## src/rtl/booth_arb_pkg.sv

```systemverilog
// ---------------------------------------------------------------------------
// booth_arb_pkg
// Shared definitions for the Booth multiplier arbiter:
//   - state_e : controller states (IDLE, ISSUE, BUSY, RESP)
//   - MODE_*  : sign_mode encodings (bit1 = A signed, bit0 = B signed)
//   - idw()   : requester ID width, max(1, clog2(n))
// ---------------------------------------------------------------------------
package booth_arb_pkg;

  typedef enum logic [1:0] {
    ST_IDLE  = 2'd0,
    ST_ISSUE = 2'd1,
    ST_BUSY  = 2'd2,
    ST_RESP  = 2'd3
  } state_e;

  localparam logic [1:0] MODE_UU = 2'b00;
  localparam logic [1:0] MODE_US = 2'b01;
  localparam logic [1:0] MODE_SU = 2'b10;
  localparam logic [1:0] MODE_SS = 2'b11;

  // A single requester still needs a 1-bit ID field, so clamp to 1.
  function automatic int idw(input int n);
    if (n <= 2) begin
      return 1;
    end
    return $clog2(n);
  endfunction

endpackage

```

## src/rtl/booth_rr_pick.sv

```systemverilog
// ---------------------------------------------------------------------------
// booth_rr_pick
// Combinational round-robin priority picker. The winner is the first
// asserted valid bit at or above ptr_i, wrapping around to bit 0.
// Ports:
//   valid_i [NUM_REQ] : request vector
//   ptr_i   [IDW]     : highest-priority index for this pick
//   grant_o [NUM_REQ] : one-hot grant, zero when nothing is valid
//   idx_o   [IDW]     : binary index of the granted bit
//   any_o             : at least one request is valid
// ---------------------------------------------------------------------------
module booth_rr_pick #(
  parameter int NUM_REQ = 4,
  parameter int IDW     = 2
) (
  input  logic [NUM_REQ-1:0] valid_i,
  input  logic [IDW-1:0]     ptr_i,
  output logic [NUM_REQ-1:0] grant_o,
  output logic [IDW-1:0]     idx_o,
  output logic               any_o
);

  // Two passes avoid a modulo on a variable index: first the upper segment
  // starting at the pointer, then the wrapped-around lower segment.
  always_comb begin
    grant_o = '0;
    idx_o   = '0;
    any_o   = 1'b0;
    for (int k = 0; k < NUM_REQ; k++) begin
      if (!any_o && valid_i[k] && (k >= int'(ptr_i))) begin
        any_o      = 1'b1;
        grant_o[k] = 1'b1;
        idx_o      = IDW'(k);
      end
    end
    for (int k = 0; k < NUM_REQ; k++) begin
      if (!any_o && valid_i[k] && (k < int'(ptr_i))) begin
        any_o      = 1'b1;
        grant_o[k] = 1'b1;
        idx_o      = IDW'(k);
      end
    end
  end

endmodule

```

## src/rtl/booth_mult_arbiter.sv

```systemverilog
// ---------------------------------------------------------------------------
// booth_mult_arbiter
// Round-robin controller sharing one 8-bit Booth multiplier core between
// NUM_REQ requesters. One operand set is accepted at a time, the core gets
// a single-cycle start pulse, and the product is returned on a shared
// response channel tagged with the requester ID.
//
// Build option: define BOOTH_ARB_TIMEOUT_EN to abort a core operation that
// has not signalled done after TIMEOUT_CYC BUSY cycles (rsp_err=1,
// rsp_product=0). Without it rsp_err is tied 0 and BUSY waits forever.
//
// Ports:
//   clk, rst           : clock, synchronous active-high reset
//   req_valid/ready    : per-requester operand handshake (ready one-hot/zero)
//   req_a/req_b        : packed 8-bit operands, requester k at [8k+7:8k]
//   req_mode           : packed 2-bit sign modes, requester k at [2k+1:2k]
//   rsp_valid/ready    : response handshake
//   rsp_product/id/err : response payload
//   mul_start/a/b/mode : command to the multiplier core
//   mul_product/done   : result from the multiplier core
// ---------------------------------------------------------------------------
module booth_mult_arbiter
  import booth_arb_pkg::*;
#(
  parameter  int NUM_REQ     = 4,
  parameter  int TIMEOUT_CYC = 64,
  localparam int IDW         = idw(NUM_REQ)
) (
  input  logic                 clk,
  input  logic                 rst,
  input  logic [NUM_REQ-1:0]   req_valid,
  output logic [NUM_REQ-1:0]   req_ready,
  input  logic [8*NUM_REQ-1:0] req_a,
  input  logic [8*NUM_REQ-1:0] req_b,
  input  logic [2*NUM_REQ-1:0] req_mode,
  output logic                 rsp_valid,
  input  logic                 rsp_ready,
  output logic [15:0]          rsp_product,
  output logic [IDW-1:0]       rsp_id,
  output logic                 rsp_err,
  output logic                 mul_start,
  output logic [7:0]           mul_a,
  output logic [7:0]           mul_b,
  output logic [1:0]           mul_mode,
  input  logic [15:0]          mul_product,
  input  logic                 mul_done
);

  if (NUM_REQ < 2 || NUM_REQ > 16 || TIMEOUT_CYC < 1) begin : g_bad_params
    $error("booth_mult_arbiter: NUM_REQ must be 2..16 and TIMEOUT_CYC >= 1");
  end

  state_e           state_q, state_d;
  logic [IDW-1:0]   rrPtr_q, rrPtr_d;
  logic [IDW-1:0]   id_q, id_d;
  logic [7:0]       mulA_q, mulA_d;
  logic [7:0]       mulB_q, mulB_d;
  logic [1:0]       mulMode_q, mulMode_d;
  logic [15:0]      rspProduct_q, rspProduct_d;

  logic [NUM_REQ-1:0] pickGrant;
  logic [IDW-1:0]     pickIdx;
  logic               pickAny;

  logic [7:0] reqA    [NUM_REQ];
  logic [7:0] reqB    [NUM_REQ];
  logic [1:0] reqMode [NUM_REQ];

  // Unpack the flat operand buses so the winner can be selected by index.
  for (genvar k = 0; k < NUM_REQ; k++) begin : g_unpack
    assign reqA[k]    = req_a[8*k +: 8];
    assign reqB[k]    = req_b[8*k +: 8];
    assign reqMode[k] = req_mode[2*k +: 2];
  end

  booth_rr_pick #(
    .NUM_REQ (NUM_REQ),
    .IDW     (IDW)
  ) u_pick (
    .valid_i (req_valid),
    .ptr_i   (rrPtr_q),
    .grant_o (pickGrant),
    .idx_o   (pickIdx),
    .any_o   (pickAny)
  );

`ifdef BOOTH_ARB_TIMEOUT_EN
  localparam int CNTW = $clog2(TIMEOUT_CYC + 1);

  logic [CNTW-1:0] tmoCnt_q, tmoCnt_d;
  logic            rspErr_q, rspErr_d;
  logic            timeoutHit;

  // The counter holds the number of BUSY cycles already completed, so the
  // abort fires during the TIMEOUT_CYC-th BUSY cycle.
  assign timeoutHit = (tmoCnt_q == CNTW'(TIMEOUT_CYC - 1));
`endif

  // State register and datapath registers.
  always_ff @(posedge clk) begin
    if (rst) begin
      state_q      <= ST_IDLE;
      rrPtr_q      <= '0;
      id_q         <= '0;
      mulA_q       <= '0;
      mulB_q       <= '0;
      mulMode_q    <= '0;
      rspProduct_q <= '0;
`ifdef BOOTH_ARB_TIMEOUT_EN
      tmoCnt_q     <= '0;
      rspErr_q     <= 1'b0;
`endif
    end else begin
      state_q      <= state_d;
      rrPtr_q      <= rrPtr_d;
      id_q         <= id_d;
      mulA_q       <= mulA_d;
      mulB_q       <= mulB_d;
      mulMode_q    <= mulMode_d;
      rspProduct_q <= rspProduct_d;
`ifdef BOOTH_ARB_TIMEOUT_EN
      tmoCnt_q     <= tmoCnt_d;
      rspErr_q     <= rspErr_d;
`endif
    end
  end

  // Next-state logic. In IDLE a valid winner always sees its ready, so the
  // request handshake is simply pickAny. mul_done outside BUSY is ignored
  // because only the BUSY branch looks at it.
  always_comb begin
    state_d      = state_q;
    rrPtr_d      = rrPtr_q;
    id_d         = id_q;
    mulA_d       = mulA_q;
    mulB_d       = mulB_q;
    mulMode_d    = mulMode_q;
    rspProduct_d = rspProduct_q;
`ifdef BOOTH_ARB_TIMEOUT_EN
    tmoCnt_d     = tmoCnt_q;
    rspErr_d     = rspErr_q;
`endif
    unique case (state_q)
      ST_IDLE: begin
        if (pickAny) begin
          mulA_d    = reqA[pickIdx];
          mulB_d    = reqB[pickIdx];
          mulMode_d = reqMode[pickIdx];
          id_d      = pickIdx;
          state_d   = ST_ISSUE;
        end
      end
      ST_ISSUE: begin
`ifdef BOOTH_ARB_TIMEOUT_EN
        tmoCnt_d = '0;
`endif
        state_d = ST_BUSY;
      end
      ST_BUSY: begin
        if (mul_done) begin
          rspProduct_d = mul_product;
`ifdef BOOTH_ARB_TIMEOUT_EN
          rspErr_d     = 1'b0;
`endif
          state_d      = ST_RESP;
        end
`ifdef BOOTH_ARB_TIMEOUT_EN
        else if (timeoutHit) begin
          rspProduct_d = '0;
          rspErr_d     = 1'b1;
          state_d      = ST_RESP;
        end else begin
          tmoCnt_d = tmoCnt_q + 1'b1;
        end
`endif
      end
      ST_RESP: begin
        if (rsp_ready) begin
          rrPtr_d = (id_q == IDW'(NUM_REQ - 1)) ? '0 : id_q + 1'b1;
          state_d = ST_IDLE;
        end
      end
      default: state_d = ST_IDLE;
    endcase
  end

  // Output decode. req_ready is gated by rst so no requester believes it
  // was accepted during a reset cycle.
  always_comb begin
    req_ready = '0;
    mul_start = 1'b0;
    rsp_valid = 1'b0;
    unique case (state_q)
      ST_IDLE:  req_ready = rst ? '0 : pickGrant;
      ST_ISSUE: mul_start = 1'b1;
      ST_BUSY:  ;
      ST_RESP:  rsp_valid = 1'b1;
      default:  ;
    endcase
  end

  assign mul_a       = mulA_q;
  assign mul_b       = mulB_q;
  assign mul_mode    = mulMode_q;
  assign rsp_product = rspProduct_q;
  assign rsp_id      = id_q;
`ifdef BOOTH_ARB_TIMEOUT_EN
  assign rsp_err     = rspErr_q;
`else
  assign rsp_err     = 1'b0;
`endif

endmodule

```

## config.mk

```make
export PLATFORM = sky130hd
export DESIGN_NAME = booth_mult_arbiter
export DESIGN_NICKNAME = d
export VERILOG_FILES = /design/src/rtl/booth_arb_pkg.sv /design/src/rtl/booth_rr_pick.sv /design/src/rtl/booth_mult_arbiter.sv
export SDC_FILE = /design/constraint.sdc
export NUM_CORES = 1
export LEC_CHECK = 0
export CAP_MARGIN = 5
export CORE_MARGIN = 2
export CORE_UTILIZATION = 34
export CTS_CLUSTER_DIAMETER = 120
export DETAILED_ROUTE_END_ITERATION = 7
export PLACE_DENSITY = 0.78
export RECOVER_POWER = 25
export SYNTH_ARGS = -nofsm -noshare
export SYNTH_HDL_FRONTEND = slang
export SYNTH_SLANG_ARGS = --single-unit
export TNS_END_PERCENT = 5
```

## constraint.sdc

```tcl
create_clock -name clk -period 1.6 [get_ports clk]
set_input_delay 0.4 -clock clk [delete_from_list [all_inputs] [get_ports clk]]
set_output_delay 0.4 -clock clk [all_outputs]
set_load 0.05 [all_outputs]
```

## Word-level counts from Yosys, hierarchy flattened

Index checks and enable logic that the tools add are counted.

| storage, ports and cells | value |
|---|---|
| register bits after elaboration | 40 |
| input bits | 96 |
| output and inout port bits | 43 |
| logic and storage cells | 83 |

| operators by class | value |
|---|---|
| add/subtract/negate cells | 1 |
| magnitude comparators | 7 |
| equality and inequality tests | 7 |
| multiplexer cells | 37 |
| bitwise gates (word level) | 1 |
| reduce and logical (&&, ||, !) cells | 23 |

Operators with widths:

| kind | count |
|---|---|
| binary-select mux 8 bit (select 2 bit) | 2 |
| two-way mux 8 bit | 4 |
| two-way mux 2 bit | 11 |
| two-way mux 1 bit | 16 |
| logical AND 1 bit | 12 |
| two-way mux 4 bit | 2 |
| case mux 2 bit (4 select lines) | 1 |
| equality test 2 bit (second input constant) | 3 |
| logical NOT 1 bit | 6 |
| != test 2 bit (second input constant) | 3 |
| AND reduction 2 bit | 3 |
| binary-select mux 2 bit (select 2 bit) | 1 |
| greater-or-equal comparator 1 x 2 -> 1 bit (first input constant) | 2 |
| < comparator 1 x 2 -> 1 bit (first input constant) | 2 |
| greater-or-equal comparator 3 bit (second input constant) | 1 |
| inverter 2 -> 3 bit | 1 |
| AND reduction 3 bit | 1 |
| adder 2 x 1 -> 2 bit (second input constant) | 1 |
| equality test 2 x 1 -> 1 bit (second input constant) | 1 |
| greater-or-equal comparator 2 bit (first input constant) | 1 |
| logical NOT 2 bit | 1 |
| < comparator 2 bit (first input constant) | 1 |

## Logic depth before layout (Yosys ltp)

| depth | value |
|---|---|
| depth in word-level cells | 30 |
| depth in mapped cells | 8 |
| gate-level depth less buffers | 6 |

## Modules after synthesis

A second synthesis with hierarchy kept.

| unflattened totals | value |
|---|---|
| cells, all modules | 253 |
| area, all modules | 2363.5 sq um |

Modules (own cells, without submodules):

| module | times used | cells each | area each (sq um) | sequential area each (sq um) |
|---|---|---|---|---|
| booth_mult_arbiter | 1 | 220 | 2140.8 | 800.8 |
| booth_rr_pick | 1 | 33 | 222.7 | 0.0 |

## Worst setup path after synthesis

OpenSTA, ideal clock, no wires.

| timing | value |
|---|---|
| path type | register -> output |
| start point | register state_q[0] |
| end point | output port req_ready[3] |
| arrival time | 1582 ps |
| data required time | 1200 ps |
| path slack | -382 ps |
| stages on the path, launching flop included | 6 |
| path buffers | 0 |
| cell sequence | dfxtp_1 > inv_1 > ha_1 > nor2b_1 > o211ai_1 > nor2_1 |

| between the ends | value |
|---|---|
| longest elaborated chain between the ends | 2 |

Ends and longest elaborated chain:

| item | line | text |
|---|---|---|
| start, declared | booth_mult_arbiter.sv:53 | `state_e state_q, state_d;` |
| start signal, assigned | booth_mult_arbiter.sv:114 | `state_q <= state_d;` |
| logical NOT 2 bit | booth_mult_arbiter.sv:193 | `unique case (state_q)` |
| two-way mux 4 bit | booth_mult_arbiter.sv:193 |  |
| end, declared | booth_mult_arbiter.sv:32 | `output logic [NUM_REQ-1:0] req_ready,` |

Every way passes these cells.

## Worst setup path after layout

| timing | value |
|---|---|
| start point | register state_q[1] |
| end point | output port req_ready[3] |

The elaborated chain is that of the path after synthesis.

==> metrics.txt <==
height of the chip around 85 um; Worst Max-Slew Pin Slew ~0.53 ns; Power Density between 1000 and 1500 nW/um2; fin crit share 112.7%; most frequent cells in the layout 90 x clkdlybuf4s50_1, 53 x nand2_1, 36 x dfxtp_1, 35 x buf_12, 34 x mux2i_1; Fin Setup TNS -0.7413 ns; min Tclk post-route approximately 1.8 ns; Max-Cap Viols 0; Post-Syn Area between 2000 and 2500 um2; GRT Resource Usage Total about a fifth; antenna cells 0; skew final between 0.006 and 0.007 ns; Yosys reg bits 40; layout cells sized above 1 28.14%; core box area approximately 6300 um2; relative slew slack 64.79%; final hold violation count 0; Die W about 85 um; H-Tree Depth 2; CTS tree done; RSZ-0062 raised after global routing yes; Worst Setup End Kind output port; RD Place Congestion approximately 0.90; Leak about 0.0018 uW; crit path max fanout 4; failing checks negative setup slack; crit path kind register to output port; Post-Synthesis Cells approximately 240; Routed Wire Length ~7000 um; Nets ~500; pin count of the biggest net entering global routing 27; post-route cell area approximately 4300 um2; commonest non-fill, non-tap cell in the layout clkdlybuf4s50_1; Seq/Total Area, Yosys a little over a third; starting density of the core between 30% and 40%; fin. max-slew vios 0; Synth-to-Final Area Change 93.80%; # IOs around 140; critical path startpoint category register; DIE AREA 7249 um2; asr flop ratio synth 0%; worst slack, placed -0.5703 ns; WL/cell approximately 15 um; vias in the first global route around 2400; Worst Slack Setup Final -0.2040 ns; Final Setup Violations 7; Vias/cell roughly 4.9; Placed Area approximately 4200 um2; router iterations before antenna repair 4; Fin Hold WS 0.4520 ns; DRT iter0 DRCs 19; WP data arrival ~1.4 ns; root buf cell clkbuf_8; Peak VDD IR approximately 850 uV; placed cell count ~470; CP required about 1.2 ns; # hold bufs at CTS 0; maximum clock frequency 554.3 MHz; post-route ant nets 0; first-pass GRT wire length ~11000 um; Synth warnings 0; residual DRC count 0; initial antenna violation count 0; post-DP HPWL between 5000 and 6000 um; Hold Path Class register to register; status finished, violations left; Num CTS Buffers 5; Post-synth EDFFs 0; buffer depth of the longest clock path 2; ys flop type dfxtp_1; Synthesized Nets about 350; vias roughly 2300; clock-pin slew on the worst setup and hold paths roughly 0.070 ns; CTS Sinks 40; PortBufs approximately 140; clk_lat worst skew approximately 0.28 ns; post-synth cell types 40; num rows 29; total grt overflow 0; synthesized area per cell between 9 and 10 um2; Post-Layout Cell Count approximately 480
cells by family (layout without fill, tap and decap cells):
logic type,after synthesis,after routing,synth area share (%)
simple gates,83,83,16.71
compound gates,53,53,19.17
flops,40,40,35.77
mux,38,38,16.99
buf+inv,24,178,8.384
fa+ha+maj,5,5,2.795
other cells,1,1,0.1675
path summary, 6_finish.rpt:
kind                                    start                          end  slack (ns)  cells past startpoint
setup / recovery      state_q[1]$_SDFFE_PP0P_                 req_ready[3]       -0.20                      6
hold / removal    rsp_product[6]$_SDFFE_PP0P_  rsp_product[6]$_SDFFE_PP0P_        0.45                      2
setup reg to reg      rrPtr_q[1]$_SDFFE_PP0P_        mul_a[5]$_SDFFE_PP0P_        0.02                      6
hold reg to reg   rsp_product[6]$_SDFFE_PP0P_  rsp_product[6]$_SDFFE_PP0P_        0.45                      2
area by class of cell:
cell class              count  area, um2
inverters                   4      15.01
repair buffers            167       1987
clock inverters             1      5.005
well taps                  77      96.34
fillers                   493       2012
multi-input cells         180       1354
clock buffers               6      72.57
flip-flops and latches     40      808.3
sequential cells by signal, summed over array words and instances, names as in the netlist:
| register | cells |
|---|---|
| rsp_product | 16 |
| mul_a | 8 |
| mul_b | 8 |
| mul_mode | 2 |
| rrPtr_q | 2 |
| rsp_id | 2 |
| state_q | 2 |
Yosys cell counts, types with 3 or more instances:
cell	number	share of area (%)
a21oi_1	23	5.1
buf_12	3	2.7
buf_2	3	0.67
buf_4	5	1.7
clkbuf_1	6	1.0
dfxtp_1	40	36
ha_1	5	2.8
inv_1	3	0.50
mux2i_1	38	17
nand2_1	53	8.9
nand2b_1	3	0.84
nor2_1	11	1.8
nor2b_1	3	0.84
nor3_1	3	0.67
o221ai_1	7	2.7
o221ai_2	11	7.4
metal layers:
layer,global-route usage (%),wire length [um],vias up
li1,-,-,1164
met2,34.02,3602,108
met5,0,0,-
met3,7.490,710,7
met4,3.608,60,0
met1,21.97,2808,1054
what timing repair did:
item                       4_1_cts  5_1_grt
gates resized for setup         32        8
setup endpoints to repair       27       26
setup buffers                    2        0
pin swaps                        6        1
critical path: stages, from the launching register on:
cell,delay (ns)
dfxtp_2,0.33
inv_2,0.08
ha_4,0.13
nor2b_4,0.17
o211ai_1,0.15
nor2_4,0.13
buf_12,0.14
through the flow:
stage               util (%)  total power [uW]
finish                 68.32              5370
CTS                    69.30              5543
global route           68.32              5669
global placement       66.74              4677
floorplan                  -              3051
detailed placement     66.74              4747
report_power, final:
part / internal (uW) / total (uW) / switching [uW]
registers: 1230 / 1450 / 212
logic: 1660 / 3300 / 1640
clock network: 297 / 626 / 329
No activity file was read; power rests on OpenSTA's default activity.
